**src/rtl/byte_stripe_scheduler.sv**
```systemverilog
// Purpose : two-lane byte striper; runs a COM-character alignment preamble, then round-robins valid bytes onto lane0/lane1.
// Latency : 1 clk2f cycle from accepted datain to lane0/lane1 (outputs registered on the accepting edge).
// Backpressure: in_ready follows lane_ready[lane_sel] in ACTIVE only; a stalled lane blocks input, the other lane is ignored.
//
// Ports:
//   clk2f, reset      - single clock, synchronous active-high reset
//   datain[8:0]       - {valid, byte} from the packet source
//   lane_ready[1:0]   - per-lane accept strobe from the serializers
//   resync            - level, forces the preamble to rerun
//   in_ready          - combinational accept for datain
//   lane0/lane1[8:0]  - registered {valid, byte} per lane
//   lane_sel          - lane that takes the next accepted byte
//   sync_done         - high while striping (ACTIVE)
//   byte_count[15:0]  - accepted data bytes, wraps at 16 bits
//
// Optional build macro STRIPE_PAD_EN: when defined, an idle cycle with lane_sel=1
// pushes a PAD_CHAR onto lane1 so bursts always end lane-balanced. The PAD_CHAR
// parameter only exists in that build.

module byte_stripe_scheduler #(
    parameter int unsigned SYNC_CYCLES = 4,
    parameter logic [7:0]  COM_CHAR    = 8'hBC
`ifdef STRIPE_PAD_EN
    ,
    parameter logic [7:0]  PAD_CHAR    = 8'hF7
`endif
) (
    input  logic        clk2f,
    input  logic        reset,
    input  logic [8:0]  datain,
    input  logic [1:0]  lane_ready,
    input  logic        resync,
    output logic        in_ready,
    output logic [8:0]  lane0,
    output logic [8:0]  lane1,
    output logic        lane_sel,
    output logic        sync_done,
    output logic [15:0] byte_count
);

    typedef enum logic [1:0] {
        ST_IDLE   = 2'd0,
        ST_SYNC   = 2'd1,
        ST_ACTIVE = 2'd2
    } state_t;

    // Counter value on which the final sync cycle is accepted.
    localparam logic [7:0] SYNC_LAST = 8'(SYNC_CYCLES - 1);

    state_t      state_q;
    logic [7:0]  sync_cnt_q;
    logic [8:0]  lane0_q;
    logic [8:0]  lane1_q;
    logic        lane_sel_q;
    logic        sync_done_q;
    logic [15:0] byte_count_q;
    logic        xfer;

    // A resync request in ACTIVE closes the input that very cycle; reset
    // gating keeps the source from seeing a handshake that will be dropped.
    assign in_ready = !reset && (state_q == ST_ACTIVE) && !resync && lane_ready[lane_sel_q];
    assign xfer     = datain[8] && in_ready;

    always_ff @(posedge clk2f) begin
        if (reset) begin
            state_q      <= ST_IDLE;
            sync_cnt_q   <= 8'd0;
            lane0_q      <= 9'h000;
            lane1_q      <= 9'h000;
            lane_sel_q   <= 1'b0;
            sync_done_q  <= 1'b0;
            byte_count_q <= 16'd0;
        end else begin
            // Lanes carry nothing unless a branch below drives them.
            lane0_q <= 9'h000;
            lane1_q <= 9'h000;
            case (state_q)
                ST_IDLE: begin
                    state_q    <= ST_SYNC;
                    sync_cnt_q <= 8'd0;
                end
                ST_SYNC: begin
                    if (resync) begin
                        sync_cnt_q <= 8'd0;
                    end else if (lane_ready == 2'b11) begin
                        // Both lanes must take the COM char together to stay aligned.
                        lane0_q <= {1'b1, COM_CHAR};
                        lane1_q <= {1'b1, COM_CHAR};
                        if (sync_cnt_q == SYNC_LAST) begin
                            state_q     <= ST_ACTIVE;
                            sync_cnt_q  <= 8'd0;
                            lane_sel_q  <= 1'b0;
                            sync_done_q <= 1'b1;
                        end else begin
                            sync_cnt_q <= sync_cnt_q + 8'd1;
                        end
                    end
                end
                ST_ACTIVE: begin
                    if (resync) begin
                        state_q     <= ST_SYNC;
                        sync_cnt_q  <= 8'd0;
                        lane_sel_q  <= 1'b0;
                        sync_done_q <= 1'b0;
                    end else if (xfer) begin
                        if (lane_sel_q) begin
                            lane1_q <= datain;
                        end else begin
                            lane0_q <= datain;
                        end
                        lane_sel_q   <= !lane_sel_q;
                        byte_count_q <= byte_count_q + 16'd1;
                    end
`ifdef STRIPE_PAD_EN
                    else if (lane_sel_q && !datain[8] && lane_ready[1]) begin
                        // Idle after an odd byte: pad lane1 to rebalance.
                        lane1_q    <= {1'b1, PAD_CHAR};
                        lane_sel_q <= 1'b0;
                    end
`endif
                end
                default: begin
                    state_q <= ST_IDLE;
                end
            endcase
        end
    end

    assign lane0      = lane0_q;
    assign lane1      = lane1_q;
    assign lane_sel   = lane_sel_q;
    assign sync_done  = sync_done_q;
    assign byte_count = byte_count_q;

endmodule

```
**config.mk**
```make
export PLATFORM = sky130hd
export DESIGN_NAME = byte_stripe_scheduler
export DESIGN_NICKNAME = d
export VERILOG_FILES = /design/src/rtl/byte_stripe_scheduler.sv
export SDC_FILE = /design/constraint.sdc
export NUM_CORES = 1
export LEC_CHECK = 0
export ABC_AREA = 1
export CORE_UTILIZATION = 49
export DETAILED_ROUTE_END_ITERATION = 8
export PLACE_DENSITY = 0.79
export SYNTH_ARGS = -nofsm -noshare
export SYNTH_HDL_FRONTEND = slang
export SYNTH_SLANG_ARGS = --single-unit
```
**constraint.sdc**
```tcl
create_clock -name clk2f -period 1.95 [get_ports clk2f]
set_input_delay 0.195 -clock clk2f [delete_from_list [all_inputs] [get_ports clk2f]]
set_output_delay 0.195 -clock clk2f [all_outputs]
set_load 0.02 [all_outputs]
```
-- Word-level counts from Yosys, hierarchy flattened
Index checks and enable logic that the tools add are counted.
- word-level logic and storage cells: 69
- input bits: 14
- bits in registers: 46
- reductions and logical operators: 15
- multiplexer cells: 33
- magnitude comparators: 1
- add/subtract/negate cells: 2
- equality and inequality tests: 10
- bitwise operators: 1
- operators by type and width (operator ; number):
    9-bit 2-to-1 mux ; 8
    9-bit one-hot mux with 2 select lines ; 2
    8-bit 2-to-1 mux ; 4
    8-bit one-hot mux with 3 select lines ; 1
    16-bit by 1-bit adder with 16-bit output, second input constant ; 1
    1-bit 2-to-1 mux ; 11
    5-bit AND reduction ; 2
    8-bit by 1-bit adder with 8-bit output, second input constant ; 1
    8-bit by 2-bit equality test with 1-bit output, second input constant ; 1
    2-bit 2-to-1 mux ; 4
    2-bit inequality test, second input constant ; 4
    3-bit inequality test, second input constant ; 2
    2-bit one-hot mux with 3 select lines ; 1
    3-bit AND reduction ; 2
    2-bit equality test, second input constant ; 2
    1-bit logical AND ; 4
    1-bit one-hot mux with 2 select lines ; 2
    4-bit AND reduction ; 1
    1-bit zero test ; 3
    3-bit nonzero test ; 1
    2-bit by 1-bit equality test with 1-bit output, second input constant ; 1
    2-bit zero test ; 1
    1-bit by 2-bit < comparator with 1-bit output, second input constant ; 1
    2-bit nonzero test ; 1
    1-bit NOT ; 1

-- Longest topological paths before layout
- depth in word-level cells: 8
- depth in mapped cells: 10

-- Least setup slack after synthesis
OpenSTA, ideal clock, no wires.
- path type: reg-to-reg
- start point: register byte_count_q[0], in the netlist byte_count[0]
- end point: register byte_count_q[8], in the netlist byte_count[8]
- path buffers: 0
- data arrival time: 1412 ps
- data required time: 1836 ps
- period minus slack after synthesis: 1526 ps
- setup slack: 424 ps
- library setup time: 114 ps
- cell stages (with the launch flop): 9
- path through: dfxtp_1 ha_1 nand2_1 nor2_2 inv_1 nor3_4 nand2_1 nand2_1 nor2_1
- cells in the longest elaborated chain, start to end: 1
- RTL lines (element ; line ; RTL):
    from (decl) ; 56 ; logic [15:0] byte_count_q;
    from (signal assigned) ; 112 ; byte_count_q <= byte_count_q + 16'd1;
    16-bit by 1-bit adder with 16-bit output ; 112 ;
No other way between the ends.
A chain may end at the register's enable or synchronous reset.

-- Worst setup path after layout
- start point: register state_q[0]
- end point: output port in_ready
- cells in the longest elaborated chain, start to end: 4
- RTL lines (element ; line ; RTL):
    from (decl) ; 50 ; state_t state_q;
    from (signal assigned) ; 66 ; state_q <= ST_IDLE;
    from (signal assigned) ; 79 ; state_q <= ST_SYNC;
    from (signal assigned) ; 90 ; state_q <= ST_ACTIVE;
    2-bit equality test ; 61 ; assign in_ready = !reset && (state_q == ST_ACTIVE) && !resync && lane_ready[lane_sel_q];
    1-bit logical AND (3 in series) ; 61 ;
    to (decl) ; 33 ; output logic in_ready,
No other way between the ends.

==> impl_metrics.ini <==
[outcome]
status = completed

[detailed_routing]
met2_wirelength_um = 2270
post_drt_wl_per_cell_um = 11.7
via_per_inst = 5.06
detail_route.drc_violations = 0
wirelength_um = 4750
vias = 2050
drt_first_pass_iters = 4
drt_iter0_drc = 113
ant_nets = 0
met3_wirelength_um = 233
met1Wirelength_um = 2180
max_layer_used = met4

[die]
die_height_um = 68.5
fp-row-count = 23
pin_count = 51
core_region_area_um2 = 4120
fp.dieW_um = 68.5
effective_utilization_at_floorplan = 0.526
dieArea_um2 = 4690

[yosys]
sequential_cell_area_fraction_in_the_yosys_report = 0.425
yosysTopAreaCellShare = 0.425
edff_count_synth = 0
cell_type_with_the_highest_aggregate_area_in_the_netlist = sky130_fd_sc_hd__dfxtp_1
syn_area_um2 = 2170
synth_top_cells_by_count = 67 x sky130_fd_sc_hd__nand2_1, 46 x sky130_fd_sc_hd__dfxtp_1, 37 x sky130_fd_sc_hd__inv_1
synth.yosys.warnings = 0
syn_avg_cell_area_um2 = 7.29
leading_post_synthesis_cells_by_cell_area = sky130_fd_sc_hd__dfxtp_1 43%, sky130_fd_sc_hd__nand2_1 12%, sky130_fd_sc_hd__a21oi_1 7.9%
syn_nets = 317
ys_seq_elements = 46
ys_async_sr_fraction = 0
post_synth_num_cell_types = 30
cell_with_the_most_instances_after_synthesis = sky130_fd_sc_hd__nand2_1
synth_top_flop_cell = sky130_fd_sc_hd__dfxtp_1
gate_count_after_technology_mapping = 297

[power_and_ir_drop]
intPower_mw = 1.46
worst_ir_drop_vdd_mv = 0.434
switching_share = 0.337
report.power.total_mw = 2.21
seq_power_share = 0.467
combinationalPowerShare = 0.271
clockPowerShare = 0.262
net-switching-power_uw = 745
p_per_area_nw_per_um2 = 782
power.leakage_nw = 1.14

[timing]
setup_violations = 0
max_freq_mhz = 589
slew-limit-headroom = 0.728
final_max_slew_viol_count = 0
layout_setup_ws_ps = 253
finalCriticalPeriod_ps = 1700
final-hold-violation-count = 0
worst_slew_pin_slew_ps = 408
period_share = 0.870
fin_skew_ps = 5.19
grt_setup_unrepaired = no
final.setup.tns_ps = 0

[finish]
finalNetCount = 374
post_route_cells_drive_above_1_share = 0.110
insertedDiodeCount = 0
finalInstanceArea_um2 = 2830
flow.area_growth_from_synthesis_pct = 30.4

[place]
placement.setup.worst_slack_ps = 107
place_hpwl_um = 3540
io_buffers = 50
finalWeightedCongestion = 0.785
place_area_um2 = 2740

[worst_setup_path]
worst_ep_arrival_time_ps = 1500
critical_path.max_stage_delay_ps = 330
worst-setup-path-type = register to output port
worstPathMaxFanout = 4
crit_required_ps = 1750
endpoint_kind = output port
cp-start-kind = register
crit_buf_inv = 3
timing.critical_path.max_delay_family = buffers and inverters
crit_path_cell_trace = inv_1 -> ha_1 -> nand2_2 -> nor2_4 -> nand2_1 -> inv_1 -> clkbuf_2
slowest_cell_on_the_critical_path = sky130_fd_sc_hd__dfxtp_1
setup.reg_to_reg.worst_slack_ps = 300
critical-path-top-cell-by-count = sky130_fd_sc_hd__inv_1

[run]
max_cap_violations = 0

[clock_tree]
clkSlewWorstSetupHoldPaths_ps = 90
cts_tree = yes
clock_latency_on_the_worst_skew_pair_ps = 300
clock-sinks = 46
htree_num_levels = 2
cts-root-buf = sky130_fd_sc_hd__clkbuf_8
cts_max_path_buffers = 2
numCtsBuffers = 5

[grt]
grt_pass1_vias = 1794
antenna_found_initial = 0
grt_util_all_layers = 0.225
grt_max_degree = 16
grt_first_pass_wirelength_um = 7730
grt_remaining_overflow = 0

[hold_path]
timing.hold.worst.class = input pin to register
[placed cells by master (no fill, tap or decap), types with 2 or more instances in the layout]
master                             n
sky130_fd_sc_hd__nor2_4            4
sky130_fd_sc_hd__o21ai_2           2
sky130_fd_sc_hd__nor2_1           35
sky130_fd_sc_hd__clkdlybuf4s50_1  49
sky130_fd_sc_hd__a21oi_1          34
sky130_fd_sc_hd__clkbuf_8          5
sky130_fd_sc_hd__nand4_1           6
sky130_fd_sc_hd__buf_4             5
sky130_fd_sc_hd__nor3_1            8
sky130_fd_sc_hd__dfxtp_1          46
sky130_fd_sc_hd__o21ai_0           4
sky130_fd_sc_hd__a21oi_2           2
sky130_fd_sc_hd__nand3_4           2
sky130_fd_sc_hd__o21ai_1           2
sky130_fd_sc_hd__nand3_1          17
sky130_fd_sc_hd__inv_1            37
sky130_fd_sc_hd__inv_2             2
sky130_fd_sc_hd__nand2_1          67
sky130_fd_sc_hd__ha_1              6
sky130_fd_sc_hd__nand2_2           7
[power groups by stage]
stage                     combinational, mW  sequential, mW  clock, mW
final                                 0.599            1.03      0.578
after global routing                  0.674            1.04      0.631
after CTS                             0.605            1.03      0.595
after detailed placement              0.600            1.05          0
after global placement                0.597            1.06          0
after floorplan                       0.405            1.07          0
[worst paths after layout]
kind,start,to,depth (start not counted)
worst min register to register,sync_done,sync_done,2
worst max-delay path,state_q[0],in_ready,7
worst min-delay path,datain[3],lane0[3],3
worst max register to register,state_q[0],lane1[3],10
[logic make-up (layout without fill, tap and decap cells)]
logic type | after synthesis | count (layout) | synth area share
adder cells (fa/ha/maj) | 6 | 6 | 0.0347
flip-flops | 46 | 46 | 0.425
buffers and inverters | 45 | 103 | 0.0826
AND/OR/NAND/NOR | 155 | 155 | 0.345
AO/OA/AOI/OAI | 44 | 44 | 0.109
XOR/XNOR | 1 | 1 | 0.00404
[state kept, by name, indices dropped and copies added, names as in the netlist]
register    flops
byte_count     16
lane0           9
lane1           9
sync_cnt_q      8
state_q         2
lane_sel        1
sync_done       1
[tightest hold or removal path, cell delays in order]
cell	delay, ps
sky130_fd_sc_hd__clkdlybuf4s50_1	390
sky130_fd_sc_hd__inv_1	70
sky130_fd_sc_hd__a21oi_1	60
[per-layer routing]
metal | up-vias | track usage
met5 | - | 0
met4 | 0 | 0.0859
met3 | 8 | 0.0417
met2 | 42 | 0.364
met1 | 932 | 0.293
li1 | 1068 | -
[cell type report]
| type | count | area [um2] |
|---|---|---|
| inverter | 40 | 153 |
| clock buffer | 5 | 68.8 |
| sequential | 46 | 921 |
| clock inverter | 3 | 21.3 |
| fill | 352 | 1290 |
| timing repair buffer | 55 | 533 |
| multi-input combinational | 206 | 1070 |
| tap | 50 | 62.6 |
[repair_timing]
item                                    4_1_cts  5_1_grt
buffers inserted                              0        0
hold buffers                                  0        0
resized for setup                             1        2
gates cloned                                  0        0
endpoints found under the setup margin        1        1
[through the flow]
stage / hold WS [ps] / cells / utilization
floorplan: 338 / 297 / -
global placement: 440 / 397 / 0.666
detailed placement: 442 / 397 / 0.666
CTS: 439 / 405 / 0.687
global route: 464 / 405 / 0.687
finish: 450 / 405 / 0.687
Note: power is estimated with default switching activity, not from simulation.
